### src/rtl/sram_ctrl_pkg.sv
// Shared types and constants for the OpenRAM 32x512 RW-port controller.
package sram_ctrl_pkg;

   localparam int unsigned SRAM_ADDR_W     = 9;
   localparam int unsigned SRAM_DATA_W     = 32;
   localparam int unsigned SRAM_NUM_WMASKS = SRAM_DATA_W / 8;
   localparam int unsigned SRAM_WORDS      = 512;

   typedef enum logic [1:0] {
      S_INIT,
      S_RUN,
      S_DRAIN
   } state_e;

   typedef enum logic {
      REQ_A = 1'b0,
      REQ_B = 1'b1
   } req_id_e;

endpackage

### src/rtl/sram_rr_arb2.sv
// Two-way round-robin arbiter; rr_last remembers the most recent winner.
module sram_rr_arb2
   import sram_ctrl_pkg::*;
(
   input  logic    clk,
   input  logic    rst_n,
   input  logic    en,
   input  logic    a_valid,
   input  logic    b_valid,
   output logic    grant_valid,
   output req_id_e grant_id
);

   req_id_e rr_last_q;

   always_comb begin
      grant_valid = en & (a_valid | b_valid);
      grant_id    = REQ_A;
      if (a_valid && b_valid) begin
         grant_id = (rr_last_q == REQ_B) ? REQ_A : REQ_B;
      end else if (b_valid) begin
         grant_id = REQ_B;
      end
   end

   // Reset to B so that A wins the first tie.
   always_ff @(posedge clk or negedge rst_n) begin
      if (!rst_n) begin
         rr_last_q <= REQ_B;
      end else if (grant_valid) begin
         rr_last_q <= grant_id;
      end
   end

endmodule

### src/rtl/sram_rw_arbiter.sv
// Shares the RW port of a 32x512 OpenRAM macro between requesters A and B,
// returns read data to the issuer, and zero-fills the array after reset or on request.
module sram_rw_arbiter
   import sram_ctrl_pkg::*;
#(
   parameter int unsigned ADDR_WIDTH = SRAM_ADDR_W,
   parameter int unsigned DATA_WIDTH = SRAM_DATA_W,
   parameter int unsigned NUM_WMASKS = SRAM_NUM_WMASKS,
   parameter bit          INIT_CLEAR = 1'b1
) (
   input  logic                  clk,
   input  logic                  rst_n,
   input  logic                  a_req_valid,
   output logic                  a_req_ready,
   input  logic                  a_req_we,
   input  logic [ADDR_WIDTH-1:0] a_req_addr,
   input  logic [NUM_WMASKS-1:0] a_req_wmask,
   input  logic [DATA_WIDTH-1:0] a_req_wdata,
   output logic                  a_rsp_valid,
   output logic [DATA_WIDTH-1:0] a_rsp_rdata,
   input  logic                  b_req_valid,
   output logic                  b_req_ready,
   input  logic                  b_req_we,
   input  logic [ADDR_WIDTH-1:0] b_req_addr,
   input  logic [NUM_WMASKS-1:0] b_req_wmask,
   input  logic [DATA_WIDTH-1:0] b_req_wdata,
   output logic                  b_rsp_valid,
   output logic [DATA_WIDTH-1:0] b_rsp_rdata,
   input  logic                  clear_req,
   output logic                  busy,
   output logic                  sram_csb0,
   output logic                  sram_web0,
   output logic [NUM_WMASKS-1:0] sram_wmask0,
   output logic [ADDR_WIDTH-1:0] sram_addr0,
   output logic [DATA_WIDTH-1:0] sram_din0,
   input  logic [DATA_WIDTH-1:0] sram_dout0
);

   localparam state_e                RESET_STATE = INIT_CLEAR ? S_INIT : S_RUN;
   localparam logic [ADDR_WIDTH-1:0] SWEEP_LAST  = {ADDR_WIDTH{1'b1}};

   state_e                state_q;
   logic [ADDR_WIDTH-1:0] sweep_cnt_q;
   logic                  clear_pending_q;
   logic                  tag_valid_q;
   req_id_e               tag_id_q;

   logic                  arb_en;
   logic                  sweep_active;
   logic                  grant_valid;
   req_id_e               grant_id;
   logic                  grant_we;
   logic [ADDR_WIDTH-1:0] grant_addr;
   logic [NUM_WMASKS-1:0] grant_wmask;
   logic [DATA_WIDTH-1:0] grant_wdata;

   // Gated by rst_n so the macro sees no access while reset is held.
   assign arb_en       = rst_n & (state_q == S_RUN) & ~clear_pending_q;
   assign sweep_active = rst_n & (state_q == S_INIT);
   assign busy         = (state_q != S_RUN);

   sram_rr_arb2 u_arb (
      .clk         (clk),
      .rst_n       (rst_n),
      .en          (arb_en),
      .a_valid     (a_req_valid),
      .b_valid     (b_req_valid),
      .grant_valid (grant_valid),
      .grant_id    (grant_id)
   );

   assign a_req_ready = grant_valid & (grant_id == REQ_A);
   assign b_req_ready = grant_valid & (grant_id == REQ_B);

   always_comb begin
      grant_we    = a_req_we;
      grant_addr  = a_req_addr;
      grant_wmask = a_req_wmask;
      grant_wdata = a_req_wdata;
      if (grant_id == REQ_B) begin
         grant_we    = b_req_we;
         grant_addr  = b_req_addr;
         grant_wmask = b_req_wmask;
         grant_wdata = b_req_wdata;
      end
   end

   always_comb begin
      sram_csb0   = 1'b1;
      sram_web0   = 1'b1;
      sram_wmask0 = '0;
      sram_addr0  = '0;
      sram_din0   = '0;
      if (sweep_active) begin
         sram_csb0   = 1'b0;
         sram_web0   = 1'b0;
         sram_wmask0 = '1;
         sram_addr0  = sweep_cnt_q;
      end else if (grant_valid) begin
         sram_csb0   = 1'b0;
         sram_web0   = ~grant_we;
         sram_wmask0 = grant_wmask;
         sram_addr0  = grant_addr;
         sram_din0   = grant_wdata;
      end
   end

   always_ff @(posedge clk or negedge rst_n) begin
      if (!rst_n) begin
         state_q         <= RESET_STATE;
         sweep_cnt_q     <= '0;
         clear_pending_q <= 1'b0;
      end else begin
         unique case (state_q)
            S_INIT: begin
               sweep_cnt_q <= sweep_cnt_q + 1'b1;
               if (sweep_cnt_q == SWEEP_LAST) begin
                  state_q <= S_RUN;
               end
            end
            S_RUN: begin
               if (clear_pending_q) begin
                  state_q <= S_DRAIN;
               end else if (clear_req) begin
                  clear_pending_q <= 1'b1;
               end
            end
            S_DRAIN: begin
               if (!tag_valid_q) begin
                  state_q         <= S_INIT;
                  sweep_cnt_q     <= '0;
                  clear_pending_q <= 1'b0;
               end
            end
            default: state_q <= RESET_STATE;
         endcase
      end
   end

   // Tag follows the read through the macro; dout0 is valid at the next posedge.
   always_ff @(posedge clk or negedge rst_n) begin
      if (!rst_n) begin
         tag_valid_q <= 1'b0;
         tag_id_q    <= REQ_A;
         a_rsp_valid <= 1'b0;
         b_rsp_valid <= 1'b0;
         a_rsp_rdata <= '0;
         b_rsp_rdata <= '0;
      end else begin
         tag_valid_q <= grant_valid & ~grant_we;
         tag_id_q    <= grant_id;
         a_rsp_valid <= tag_valid_q & (tag_id_q == REQ_A);
         b_rsp_valid <= tag_valid_q & (tag_id_q == REQ_B);
         if (tag_valid_q && (tag_id_q == REQ_A)) begin
            a_rsp_rdata <= sram_dout0;
         end
         if (tag_valid_q && (tag_id_q == REQ_B)) begin
            b_rsp_rdata <= sram_dout0;
         end
      end
   end

endmodule

### config.mk
export PLATFORM = sky130hd
export DESIGN_NAME = sram_rw_arbiter
export DESIGN_NICKNAME = d
export VERILOG_FILES = /design/src/rtl/sram_ctrl_pkg.sv /design/src/rtl/sram_rr_arb2.sv /design/src/rtl/sram_rw_arbiter.sv
export SDC_FILE = /design/constraint.sdc
export NUM_CORES = 1
export LEC_CHECK = 0
export ABC_AREA = 1
export CAP_MARGIN = 20
export CORE_AREA = 2 2 132 134
export DETAILED_ROUTE_END_ITERATION = 7
export DIE_AREA = 0 0 134 136
export PLACE_DENSITY_LB_ADDON = 0.2
export SYNTH_ARGS = -nofsm -noshare
export SYNTH_HDL_FRONTEND = slang
export SYNTH_SLANG_ARGS = --single-unit
### constraint.sdc
create_clock -name clk -period 2.5 [get_ports clk]
set_input_delay 0.375 -clock clk [delete_from_list [all_inputs] [get_ports clk]]
set_output_delay 0.375 -clock clk [all_outputs]
set_load 0.01 [all_outputs]
==> impl_results.md, run 1 <==
* Mapped cell area at 4100 um2
* Sink Count at 81
* Area of the multi-input gates at 1730 um2
* Synth Instances at 527
* Crit-path leading delay family: buffers and inverters
* Crit path largest cell delay at 560 ps
* Fraction of layout cells with a size suffix above 1 at 0.0933
* Root Driver: clkbuf_16
* Residual DRC count at 0
* Synthesis-to-finish area growth at 75.8%
* DR iter-0 viols at 149
* Buffers & Inverters on Critical Path at 2
* Setup-failing EPs final at 0
* Status: finished clean
* Required time of the critical path at 2120 ps
* CP arrival at 2040 ps
* Leakage at 3.67 nW
* Post-synth top area cell: dfrtp_1
* First-pass GRT wire length at 20.8 mm
* Port Buffers at 244
* Grt ovf at 0
* Core Area at 16900 um2
* Setup Crit Path Kind: reg -> out
* DIE AREA at 18200 um2
* Top cell type's share of synthesized area at 0.489
* CP startpoint kind: flop
* First-pass DRT Iterations at 4
* Antenna Violating Nets Remaining at 0
* Ports at 245
* H-tree depth at 3
* CTS buffer count at 9
* Die H at 136 um
* FF/Latch Area at 2030 um2
* Endpoints failing hold at 0
* Fmax at 0.414 GHz
* Synth Warn # at 0
* Post-Syn Nets at 658
* Crit share post-route at 0.967
* Largest fanout on the critical path at 23
* Setup WS pre-CTS at -88.4 ps
* Max Slew Vio Count at 0
* Nets at 898
* Clk_lat worst skew at 340 ps
* Slowest-stage cell, CP: clkdlybuf4s50_1
* Worst Setup End Kind: primary output
* Worst slew margin at 0.451
* Clock Skews at 9.08 ps
* Most frequent cell after synthesis: nand2_1
* TritonCTS clock tree: yes
* PwrDens at 408 nW/um2
* Maximum number of pins on one net before global-route repair at 66
* Initial Util at 0.243
* Top_reg_cell synth: dfrtp_1
* Sequential area share after synthesis at 0.495
* Post-synth EDFFs at 0
* Commonest cells in the netlist: 212 x nand2_1, 80 x dfrtp_1, 73 x o21ai_0, 52 x inv_1, 27 x a21oi_2
* Worst VDD drop at 0.230 mV
* Top post-synthesis cells by area: dfrtp_1 49%, nand2_1 19%, o21ai_0 8.9%
* Max Cap Viol at 0
* Syn_area_per_cell at 7.78 um2
* Initial antenna violation count at 1
* FF+latch count, synth at 81
* Worst hold path class: in -> async
* GRT Util Overall at 0.145
* Die Wd at 134 um
* Vias in the first global route at 4087
* # rows at 48
* Routed WL at 13.6 mm
* Post-synth ARST share at 1.00
* Crit path cell chain: nand2_2, nand2_4, buf_12, nand2_1, a21oi_1, clkdlybuf4s50_1
* Via count at 4271
* DP HPWL at 10.6 mm
* Setup TNS at 0 ps
* # fillers at 1671
* Worst-path clk slew at 70 ps
* Final RePlAce weighted congestion at 0.851
* Routed len/inst at 13.6 um
* Library cells used by synthesis at 26
* Worst-Margin Slew at 823 ps
* Post-route setup slack at 82.3 ps
* Min cycle time layout at 2420 ps
* Vias per inst at 4.28
* Buffers from clock root to sink, at most at 2
## worst register-to-register path, delay by kind of cell, from the launching register on
| family | cells | cell delay [ps] |
|---|---|---|
| AOI/OAI and AO/OA | 1 | 60 |
| adders and majority gates | 2 | 450 |
| buffers and inverters | 1 | 70 |
| DFF | 1 | 410 |
| and+or+nand+nor | 4 | 470 |
## state kept, by name, summed over array words and instances, names as in the netlist
name,cells
tag_valid_q,1
state_q,2
tag_id_q,1
b_rsp_valid,1
clear_pending_q,1
a_rsp_rdata,32
a_rsp_valid,1
b_rsp_rdata,32
sweep_cnt_q,9
u_arb.rr_last_q,1
## kinds of logic after synthesis
group / synth area share
AO/OA/AOI/OAI: 0.172
AND/OR/NAND/NOR: 0.238
adder cells (fa/ha/maj): 0.00611
flip-flops: 0.495
buffers and inverters: 0.0889
## cell usage in the layout (no fill, tap or decap), types with 3 or more instances in the layout
cell type	count
nand2_1	209
buf_12	8
o21ai_1	7
a21oi_1	9
inv_1	50
dlymetal6s2s_1	21
nor2_1	14
o21ai_0	73
dfrtp_1	80
buf_4	7
dlygate4sd2_1	17
nand3_1	7
nand4_1	3
nand2_2	3
clkbuf_16	9
clkdlybuf4s50_1	205
a21oi_2	27
## stage by stage
stage          hold slack, ps  area [um2]  power (mW)  instances  utilization
3_5_place_dp              394        6840        1.70        981        0.405
5_1_grt                  42.9        7200        3.06        997        0.427
3_3_place_gp              388        6840        1.70        981        0.405
6_report                 22.4        7200        2.94        998        0.427
4_1_cts                  26.4        7130        2.99        997        0.422
2_1_floorplan            79.4        4100        1.43        527            -
## final timing paths
| path | start | to | slack, ps | depth (start not counted) |
|---|---|---|---|---|
| max in group asynchronous | rst_n | a_rsp_rdata[29] | 1700 | 2 |
| worst max-delay path | u_arb.rr_last_q | sram_din0[2] | 80 | 6 |
| worst max register to register | sweep_cnt_q[0] | sweep_cnt_q[8] | 920 | 8 |
| min in group clk | tag_id_q | a_rsp_valid | 460 | 1 |
| worst min register to register | tag_id_q | a_rsp_valid | 460 | 1 |
| worst min-delay path | rst_n | sweep_cnt_q[1] | 20 | 2 |
## area by class of cell
type / instances / share of cell area
inverters: 53 / 0.0280
flip-flops and latches: 81 / 0.282
repair buffers: 258 / 0.372
diodes: 1 / 0.000347
clock buffers: 9 / 0.0313
multi-input cells: 364 / 0.240
clock inverters: 7 / 0.00851
well taps: 225 / 0.0391
## what timing repair did
action | CTS | global route
buffers inserted | 0 | 0
gates cloned | 0 | 0
resized for setup | 26 | 27
hold buffers | 0 | 0
endpoints found under the hold margin | 0 | 0
endpoints found under the setup margin | 42 | 31
## power breakdown
part | leakage, nW | switching (mW) | internal [mW]
Combinational | 2.76 | 0.144 | 0.225
Sequential | 0.777 | 0.000640 | 1.31
Clock | 0.135 | 0.568 | 0.690
Total | 3.67 | 0.712 | 2.23
## metal layers
layer	wire length [um]	track usage
met1	5610	0.167
met3	1330	0.0511
met5	0	0
met4	223	0.0496
met2	6450	0.250
Power figures use the tool's default switching activity.
==> inputs of run 2 (changes only) <==
--- a/config.mk
+++ b/config.mk
@@ -7,10 +7,11 @@
 export LEC_CHECK = 0
 export ABC_AREA = 1
 export CAP_MARGIN = 20
-export CORE_AREA = 2 2 132 134
+export CORE_AREA = 2 2 102 104
 export DETAILED_ROUTE_END_ITERATION = 7
-export DIE_AREA = 0 0 134 136
+export DIE_AREA = 0 0 104 106
 export PLACE_DENSITY_LB_ADDON = 0.2
 export SYNTH_ARGS = -nofsm -noshare
 export SYNTH_HDL_FRONTEND = slang
+export SYNTH_HIERARCHICAL = 1
 export SYNTH_SLANG_ARGS = --single-unit
==> constraint.sdc (replaced) <==
create_clock -name clk -period 2.5 [get_ports clk]
set_input_delay 0.5 -clock clk [delete_from_list [all_inputs] [get_ports clk]]
set_output_delay 0.5 -clock clk [all_outputs]
set_load 0.01 [all_outputs]
==> impl_results.md, run 2 <==
* Max Cap Viol at 0
* Vias in the first global route at 4353
* Failing checks: setup timing
* Core Area at 10000 um2
* Final RePlAce weighted congestion at 0.835
* Top cell type's share of synthesized area at 0.520
* CTS Hold Bufs at 0
* Post-synth ARST share at 1.00
* Synth Warn # at 6
* Sink Count at 81
* TritonCTS clock tree: yes
* Most frequent cells in the layout: 192 x clkdlybuf4s50_1, 108 x nand2_1, 80 x dfrtp_1
* Layout Utilization at 0.723
* Cell area after layout at 7230 um2
* Clock Skews at 10.3 ps
* Leading cell type in the layout, fill and taps excluded: clkdlybuf4s50_1
* Sw Share at 0.233
* Worst VDD drop at 0.284 mV
* CTS buffer count at 9
* Mapped cell area at 3850 um2
* Switching Power at 0.646 mW
* Port Buffers at 244
* Fmax at 0.378 GHz
* First-pass GRT wire length at 21.8 mm
* DIE AREA at 11000 um2
* Top_reg_cell synth: dfrtp_1
* Worst Setup End Kind: primary output
* Total Power at 2.77 mW
* Post-route setup slack at -145 ps
* Required time of the critical path at 2000 ps
* Gate power share at 0.174
* Library cells used by synthesis at 28
* Die Wd at 104 um
* CP arrival at 2140 ps
* Largest fanout on the critical path at 4
* Synthesis-to-finish area growth at 87.6%
* Worst-Margin Slew at 992 ps
* N_diodes at 0
* Unrepaired setup endpoints after global routing: true
* # rows at 37
* FF+latch count, synth at 81
* Initial Util at 0.385
* Maximum number of pins on one net before global-route repair at 82
* Min cycle time layout at 2640 ps
* Crit share post-route at 1.06
* Synth Instances at 468
* Post-synth top area cell: dfrtp_1
* Setup TNS at -2280 ps
* Setup-failing EPs final at 42
* Buffers from clock root to sink, at most at 2
* Sequential share of power at 0.500
* Worst-path clk slew at 70 ps
* First-pass DRT Iterations at 4
* Endpoints failing hold at 0
* PwrDens at 383 nW/um2
* Routed WL at 14.2 mm
* Residual DRC count at 0
* GRT Util Overall at 0.252
* DR iter-0 viols at 200
* Grt ovf at 0
* Sequential area share after synthesis at 0.526
* Commonest cells in the netlist: 116 x nand2_1, 80 x dfrtp_1, 66 x o21ai_0, 52 x nor2_1, 46 x inv_1
* Status: finished with violations
* Area of placed instances at 6520 um2
* Largest regs: a_rsp_rdata: 32 flops, b_rsp_rdata: 32 flops, sweep_cnt_q: 9 flops
* Antenna Violating Nets Remaining at 0
* Nets at 899
* Ports at 245
* Clk_lat worst skew at 350 ps
* Setup Crit Path Kind: reg -> out
* Root Driver: clkbuf_8
* Most frequent cell after synthesis: nand2_1
* Via count at 4455
* Clock Power Share at 0.326
* Setup WS pre-CTS at -381 ps
* Vias per inst at 4.90
* Leakage at 3.44 nW
* Max Slew Vio Count at 0
* Internal at 2.12 mW
* H-tree depth at 3
* Routed len/inst at 15.6 um
* Fraction of layout cells with a size suffix above 1 at 0.225
* Post-Syn Nets at 599
* Initial antenna violation count at 0
* Syn_area_per_cell at 8.23 um2
* Post-synth EDFFs at 0
* Top post-synthesis cells by area: dfrtp_1 52%, nand2_1 11%, o21ai_0 8.6%
* CP startpoint kind: flop
* Worst slew margin at 0.339
* Worst hold path class: in -> reg
* Die H at 106 um
* DP HPWL at 9.59 mm
run 2: stage by stage:
step | hold WS [ps] | cells
finish | 477 | 909
global placement | 466 | 840
global route | 468 | 909
floorplan | 204 | 468
CTS | 485 | 914
detailed placement | 472 | 840
run 2: final cells by class:
cell class	count	area, um2
multi-input combinational	311	1650
sequential	81	2030
clock inverter	2	35.0
fill	768	2770
tap	136	170
inverter	50	191
timing repair buffer	315	3010
clock buffer	14	143
run 2: routing by layer:
metal | vias to the layer above | GRT usage | routed length, um
li1 | 2125 | - | -
met1 | 2103 | 0.279 | 5300
met2 | 194 | 0.456 | 7290
met3 | 33 | 0.0742 | 1070
met4 | 0 | 0.0965 | 525
met5 | - | 0 | 0
run 2: power groups by stage:
stage / registers, mW / clock network [mW] / logic, mW
2_1_floorplan: 1.43 / 0 / 0.0804
3_3_place_gp: 1.41 / 0 / 0.471
3_5_place_dp: 1.41 / 0 / 0.478
4_1_cts: 1.38 / 0.925 / 0.476
5_1_grt: 1.39 / 0.986 / 0.517
6_report: 1.38 / 0.903 / 0.481
run 2: path summary, 6_finish.rpt:
check / from / slack [ps] / cells past startpoint / end
setup / recovery: state_q[1] / -140 / 13 / sram_din0[25]
hold / removal: b_req_valid / 480 / 3 / u_arb/rr_last_q
setup reg to reg: state_q[1] / 70 / 18 / tag_valid_q
hold reg to reg: tag_id_q / 480 / 1 / a_rsp_valid
max in group asynchronous: rst_n / 1340 / 3 / b_rsp_valid
min in group asynchronous: rst_n / 540 / 3 / b_rsp_rdata[4]
run 2: cells by family (layout without fill, tap and decap cells):
group / after synthesis / in the layout / synth area share
DFF: 81 / 81 / 0.526
and+or+nand+nor: 193 / 193 / 0.204
buffers and inverters: 76 / 381 / 0.0864
adders and majority gates: 2 / 2 / 0.00649
AOI/OAI and AO/OA: 116 / 116 / 0.177
run 2: timing repair:
| item | CTS | global route |
|---|---|---|
| buffers inserted | 53 | 6 |
| pin swaps | 6 | 35 |
| cloned | 5 | 1 |
| endpoints found under the setup margin | 49 | 51 |
| gates resized for setup | 204 | 32 |
run 2: critical path, stage by stage, from the launching register on:
cell and delay, ps:
dfrtp_1 400, inv_2 90, nand3_4 90, nor2_4 140, o21ai_2 90, inv_2 90, inv_2 50, nor2_4 140
buf_6 160, buf_16 110, buf_4 120, a22oi_1 70, nor2_1 100, buf_2 150
==> inputs of run 3 (changes only) <==
==> constraint.sdc (replaced) <==
create_clock -name clk -period 3.25 [get_ports clk]
set_input_delay 0.65 -clock clk [delete_from_list [all_inputs] [get_ports clk]]
set_output_delay 0.65 -clock clk [all_outputs]
set_load 0.01 [all_outputs]
==> impl_results.md, run 3 (same netlist as run 2, synthesis figures left out) <==
* Crit-path leading delay family: buffers and inverters
* Buffers & Inverters on Critical Path at 5
* Fmax at 0.315 GHz
* Largest regs: a_rsp_rdata: 32 flops, b_rsp_rdata: 32 flops, sweep_cnt_q: 9 flops
* Grt ovf at 0
* Most frequent cells in the layout: 203 x clkdlybuf4s50_1, 115 x nand2_1, 80 x dfrtp_1
* Vias per inst at 4.89
* Most frequent CP cell: inv_2
* Routed len/inst at 15.0 um
* Worst slew margin at 0.385
* Clk_lat worst skew at 360 ps
* DR iter-0 viols at 283
* Crit path largest cell delay at 540 ps
* Leakage at 3.60 nW
* H-tree depth at 3
* Setup-failing EPs final at 0
* Nets at 839
* Max Cap Viol at 0
* Sink Count at 81
* Worst-path clk slew at 80 ps
* Area of the multi-input gates at 1500 um2
* DIE AREA at 11000 um2
* Status: finished clean
* Worst VDD drop at 0.163 mV
* Slowest-stage cell, CP: clkdlybuf4s50_1
* Port Buffers at 244
* CTS buffer count at 9
* Core Area at 10000 um2
* DP HPWL at 9.50 mm
* Post-route setup slack at 76.4 ps
* Worst-Margin Slew at 922 ps
* Min cycle time layout at 3170 ps
* N_diodes at 0
* Setup WS pre-CTS at 47.8 ps
* Clock Skews at 7.53 ps
* Fraction of layout cells with a size suffix above 1 at 0.0603
* Leading cell type in the layout, fill and taps excluded: clkdlybuf4s50_1
* # rows at 37
* Max Slew Vio Count at 0
* Setup Crit Path Kind: reg -> out
* FF/Latch Area at 2030 um2
* Endpoints failing hold at 0
* Worst hold path class: in -> async
* Residual DRC count at 0
* Crit share post-route at 0.977
* Worst Setup End Kind: primary output
* Die H at 106 um
* Layout Utilization at 0.678
* Via count at 4151
* Root Driver: clkbuf_8
* Synthesis-to-finish area growth at 76.1%
* PwrDens at 320 nW/um2
* CP startpoint kind: flop
* Vias in the first global route at 4018
* # fillers at 859
* TritonCTS clock tree: yes
* Initial Util at 0.385
* Required time of the critical path at 2600 ps
* First-pass DRT Iterations at 4
* Die Wd at 104 um
* Largest fanout on the critical path at 18
* Final RePlAce weighted congestion at 0.877
* Antenna Violating Nets Remaining at 0
* Cell area after layout at 6780 um2
* Area of placed instances at 6400 um2
* CP arrival at 2520 ps
* Buffers from clock root to sink, at most at 2
* First-pass GRT wire length at 19.7 mm
* Initial antenna violation count at 0
* Routed WL at 12.8 mm
* Ports at 245
* Maximum number of pins on one net before global-route repair at 82
* Crit path cell chain: inv_2, nand3_1, nor2_2, o21ai_2, inv_1, inv_2, nor2_4, buf_12, a22oi_1, nor2_1, clkdlybuf4s50_1
* GRT Util Overall at 0.224
[run 3: layer usage]
metal	share of wire	routed length [um]	up-vias	global-route usage
li1	-	-	2002	-
met1	0.38	4860	1942	0.250
met2	0.52	6610	185	0.403
met3	0.080	1020	22	0.0681
met4	0.023	295	0	0.0840
met5	0	0	-	0
[run 3: area by class of cell]
| class | count | area share |
|---|---|---|
| Clock buffer | 10 | 0.0203 |
| Clock inverter | 6 | 0.00959 |
| Inverter | 50 | 0.0278 |
| Multi-Input combinational cell | 311 | 0.221 |
| Sequential cell | 81 | 0.299 |
| Tap cell | 136 | 0.0251 |
| Timing Repair Buffer | 255 | 0.398 |
[run 3: power by group]
group	internal [mW]	switching, mW	total (mW)	leakage (nW)
registers	1.04	0.0199	1.06	0.817
logic	0.232	0.130	0.362	2.68
clock network	0.378	0.366	0.744	0.103
total	1.65	0.516	2.17	3.60
[run 3: path summary, 6_finish.rpt]
| check | from | to | slack [ps] | cells past startpoint |
|---|---|---|---|---|
| worst min-delay path | rst_n | b_rsp_rdata[27] | 290 | 2 |
| worst min register to register | tag_id_q | a_rsp_valid | 480 | 1 |
| worst max-delay path | state_q[1] | sram_din0[25] | 80 | 11 |
| max in group asynchronous | rst_n | u_arb/rr_last_q | 2360 | 3 |
| worst max register to register | tag_valid_q | a_rsp_rdata[29] | 1640 | 4 |
| min in group clk | tag_id_q | a_rsp_valid | 480 | 1 |
[run 3: worst register-to-register path, cell delays in order, from the launching register on]
cell	delay, ps
dfrtp_1	410
inv_1	110
nor2_2	60
inv_2	660
o21ai_0	220
[run 3: per-stage QoR]
step,hold WS (ps),setup TNS (ps),power [mW],std cells
detailed placement,467,0,1.45,828
finish,285,0,2.17,849
floorplan,354,0,1.16,468
global route,300,-122,2.27,849
CTS,478,0,2.20,844
global placement,465,0,1.44,828
[run 3: what timing repair did]
item                       4_1_cts  5_1_grt
hold buffers                     0        0
setup endpoints to repair       44       36
gates resized for setup         10       33
hold endpoints to repair         0        0
pin swaps                        0        0
gates cloned                     0        2
buffers inserted                 0        1
